## src/rtl/led_step_sequencer.sv

```systemverilog
`default_nettype none
// ============================================================================
//  Module      : led_step_sequencer
//  Description : Steps a 16-LED fill pattern once per rising edge of a slow
//                square wave that is sampled as data in the clk domain.
//                A four-state FSM handles start, pause, and completion.
//  Revision    : 1.0 - initial release
// ============================================================================
module led_step_sequencer #(
    parameter int NUM_STEPS = 16,   // steps per run, 1..16
    parameter int DIR       = 0     // 0: fill from led[0] up, 1: from led[15] down
) (
    input  logic        clk,
    input  logic        rst_n,
    input  logic        slow_clk,
    input  logic        start,
    input  logic        en,
    output logic [15:0] led,
    output logic [4:0]  step,
    output logic        busy,
    output logic        done
);

    typedef enum logic [1:0] {
        S_IDLE  = 2'd0,
        S_RUN   = 2'd1,
        S_PAUSE = 2'd2,
        S_DONE  = 2'd3
    } state_t;

    localparam logic [4:0] C_LAST_STEP = 5'(NUM_STEPS);

    state_t      r_state;
    state_t      w_state_nxt;
    logic        r_slow_d;
    logic [15:0] r_led;
    logic [15:0] w_led_nxt;
    logic [4:0]  r_step;
    logic [4:0]  w_step_nxt;
    logic        r_busy;
    logic        w_busy_nxt;
    logic        r_done;
    logic        w_done_nxt;

    logic        w_rise;
    logic [4:0]  w_step_inc;
    logic [15:0] w_step_bit;

    // slow_clk is plain data here; a rise is a 0->1 change between samples
    assign w_rise     = slow_clk & ~r_slow_d;
    assign w_step_inc = r_step + 5'd1;

    // One-hot LED for the step about to complete; r_step never reaches 16
    // while stepping because the run ends when it reaches NUM_STEPS.
    generate
        if (DIR == 0) begin : g_fill_up
            assign w_step_bit = 16'h0001 << r_step[3:0];
        end else begin : g_fill_down
            assign w_step_bit = 16'h8000 >> r_step[3:0];
        end
    endgenerate

    // State and output registers; edge-detect sample taken in every state
    always_ff @(posedge clk or negedge rst_n) begin
        if (!rst_n) begin
            r_state  <= S_IDLE;
            r_slow_d <= 1'b0;
            r_led    <= 16'h0000;
            r_step   <= 5'd0;
            r_busy   <= 1'b0;
            r_done   <= 1'b0;
        end else begin
            r_state  <= w_state_nxt;
            r_slow_d <= slow_clk;
            r_led    <= w_led_nxt;
            r_step   <= w_step_nxt;
            r_busy   <= w_busy_nxt;
            r_done   <= w_done_nxt;
        end
    end

    // Next-state and next-output logic; priority is start > en > rise
    always_comb begin
        w_state_nxt = r_state;
        w_led_nxt   = r_led;
        w_step_nxt  = r_step;
        w_busy_nxt  = r_busy;
        w_done_nxt  = 1'b0;
        case (r_state)
            S_IDLE, S_DONE: begin
                if (start) begin
                    w_led_nxt   = 16'h0000;
                    w_step_nxt  = 5'd0;
                    w_busy_nxt  = 1'b1;
                    w_state_nxt = en ? S_RUN : S_PAUSE;
                end
            end
            S_RUN: begin
                if (!en) begin
                    w_state_nxt = S_PAUSE;
                end else if (w_rise) begin
                    w_step_nxt = w_step_inc;
                    w_led_nxt  = r_led | w_step_bit;
                    if (w_step_inc == C_LAST_STEP) begin
                        w_state_nxt = S_DONE;
                        w_busy_nxt  = 1'b0;
                        w_done_nxt  = 1'b1;
                    end
                end
            end
            S_PAUSE: begin
                // Rises seen while paused are dropped; resuming waits for a new one
                if (en) begin
                    w_state_nxt = S_RUN;
                end
            end
            default: begin
                w_state_nxt = S_IDLE;
            end
        endcase
    end

    assign led  = r_led;
    assign step = r_step;
    assign busy = r_busy;
    assign done = r_done;

endmodule
`default_nettype wire

```

## config.mk

```make
export PLATFORM = sky130hd
export DESIGN_NAME = led_step_sequencer
export DESIGN_NICKNAME = d
export VERILOG_FILES = /design/src/rtl/led_step_sequencer.sv
export SDC_FILE = /design/constraint.sdc
export NUM_CORES = 1
export LEC_CHECK = 0
export CAP_MARGIN = 10
export CORE_MARGIN = 2
export CORE_UTILIZATION = 53
export DETAILED_ROUTE_END_ITERATION = 7
export PLACE_DENSITY = 0.88
export SYNTH_ARGS = -nofsm -noshare
export SYNTH_HDL_FRONTEND = slang
export SYNTH_SLANG_ARGS = --single-unit
```

## constraint.sdc

```tcl
create_clock -name clk -period 3.6 [get_ports clk]
set_input_delay 0.36 -clock clk [delete_from_list [all_inputs] [get_ports clk]]
set_output_delay 0.36 -clock clk [all_outputs]
set_load 0.005 [all_outputs]
```

==> reports/metrics.cfg <==
[place]
dp_hpwl_um = 2040
postPlaceCellArea_sq_mm = 0.00160
port_buffers = 27
place_ws_ns = 1.39
gp_congestion = 0.825

[timing]
max_slew.worst_pin.slew_ns = 1.02
slew_headroom_pct = 31.6
setup_ws_ns = 1.32
min_period_ns = 2.28
max_freq_mhz = 439
clock_skew_ns = 0.00467
finalHoldViolations = 0
slew_viol_final = 0
setup_violations = 0
rsz0062_at_grt = no
fin_tns_setup_ns = 0
post-route-period-util_pct = 63.2

[run]
maxCapViolCount = 0

[synthesis]
synthCells = 129
synth_async_sr_flop_share_pct = 100
ys.warnings.count = 0
synth_area_leaders = dfrtp_1, ha_1, nor2_1, a31oi_1, a41oi_1
avgSynthCellArea_sq_um = 10.2
mappedNetlistNets = 143
yosysMostFrequentCell = dfrtp_1
yosysTopAreaCellShare_pct = 49.7
ys_seq_area_share_pct = 49.7
synthTopCellsByCount = dfrtp_1, nor2_1, a31oi_1, ha_1, nand2_1
yosys.area.top_type = dfrtp_1
synth_area_sq_mm = 0.00131
ys.flop_type = dfrtp_1
ys_ff_latch = 26
synth_cell_type_count = 34
synth_edf_count = 0

[cts]
cts_hold_buffers = 0
cts.sinks = 26
htreeDepth = 1
cts_resized = 0
cts_buffer_depth = 2
clockRootBuffer = clkbuf_4
clk_latency_ns = 0.32
numCtsBuffers = 3
cts_setup_buffers = 0
cts_tree = done
clk_pin_slew_ns = 0.14

[final_layout]
drive_gt1_share_pct = 5.73
design_area_sq_mm = 0.00166
fillerInstances = 187
diodes = 0
fin_nets = 172
area_growth_pct = 26.4
multi_input_area_sq_um = 612
regArea_sq_um = 651

[routing]
drtIter0Drc = 33
ant_nets = 0
vias_per_cell = 6.02
routed_wl_um = 2840
drt_first_pass_iters = 4
drc = 0
wl_per_cell_um = 15.2
num_vias = 1126

[global_route]
grt_pass1_vias = 1070
overflow = 0
grt_usage_pct = 21.9
grt_first_pass_wirelength_um = 4560
grt_max_degree = 27
antenna_found_initial = 0

[critical_path]
crit_arrival_ns = 2.52
crit_required_ns = 3.84
crit_fanout = 13
critical_path_class = reg -> reg
startpoint_type = register
endpoint_kind = register

[power]
p_per_area_mw_per_mm2 = 559
ir_drop_mv = 0.363
p_leak_nw = 0.717

[run_status]
status = completed

[die]
row_count = 18
core_area_sq_mm = 0.00241
ios = 28
die_area_sq_mm = 0.00289
floorplan.die.width_um = 53.7
dieHeight_um = 53.7
start_util_pct = 54.4

[min_path]
hold_class = in -> async

==> cells by family (layout without fill, tap and decap cells) <==
group	after synthesis	in the layout	synth area share, %
simple gates	44	44	15.8
compound gates	35	35	20.2
flops	26	26	49.7
buf+inv	12	40	3.63
fa+ha+maj	9	9	8.60
xor+xnor	2	2	1.34
mux	1	1	0.764
==> cell usage in the layout (no fill, tap or decap), drive strengths merged <==
cell	n
o21a	2
mux2i	1
nand2	9
nand3b	1
a2111oi	2
o32ai	1
a211o	1
o32a	1
clkbuf	4
or4b	1
nor2b	5
inv	7
ha	9
xnor2	1
o22ai	1
a31oi	9
o41ai	1
buf	2
or2	1
dfrtp	26
or4	1
xor2	1
a41oi	5
clkdlybuf4s50	27
o31ai	1
a21oi	3
o21ai	5
o2bb2ai	1
nor2	20
o211ai	1
a211oi	1
nand3	6
==> layout make-up <==
class | count | share of cell area [%]
Sequential cell | 26 | 39.3
Multi-Input combinational cell | 91 | 37.0
Timing Repair Buffer | 29 | 17.7
Tap cell | 30 | 2.27
Clock buffer | 4 | 2.19
Inverter | 7 | 1.59
==> registers in the layout, summed over array words and instances (netlist names) <==
signal and flops:
done 1, busy 1, r_state 2, r_slow_d 1
step 5, led 16
==> worst max-delay path, stage by stage (launching register included) <==
cell	delay, ns
dfrtp_1	0.45
inv_1	0.10
ha_1	0.49
nor2_1	0.21
a2111oi_4	0.62
mux2i_1	0.15
o21ai_0	0.19
==> per-stage QoR <==
stage / hold WS (ns) / utilization, % / power [mW] / std cells
2_1_floorplan: 0.0644 / - / 0.639 / 129
3_3_place_gp: 0.477 / 66.6 / 0.753 / 182
3_5_place_dp: 0.491 / 66.6 / 0.773 / 182
4_1_cts: 0.523 / 68.1 / 0.918 / 186
5_1_grt: 0.351 / 68.7 / 0.991 / 187
6_report: 0.335 / 68.7 / 0.926 / 187
==> metal layers <==
metal	global-route usage [%]	up-vias	share of wire, %
li1	-	523	-
met1	28.2	553	41
met2	34.6	46	51
met3	4.44	4	6.7
met4	11.5	0	0.88
met5	0	-	0
==> power breakdown <==
part / internal (mW) / switching, mW
clock: 0.0618 / 0.0840
combinational: 0.164 / 0.263
sequential: 0.323 / 0.0308
==> final timing paths <==
check                      startpoint      end  slack (ns)  depth (start not counted)
max                        r_state[1]  step[3]        1.32                          6
min                             rst_n   led[8]        0.34                          1
max reg2reg                r_state[1]  step[3]        1.32                          6
min reg2reg                   led[15]  led[15]        0.52                          2
max in group asynchronous       rst_n  step[1]        2.80                          2
min in group clk              led[15]  led[15]        0.52                          2
Note: power is estimated with default switching activity, not from simulation.
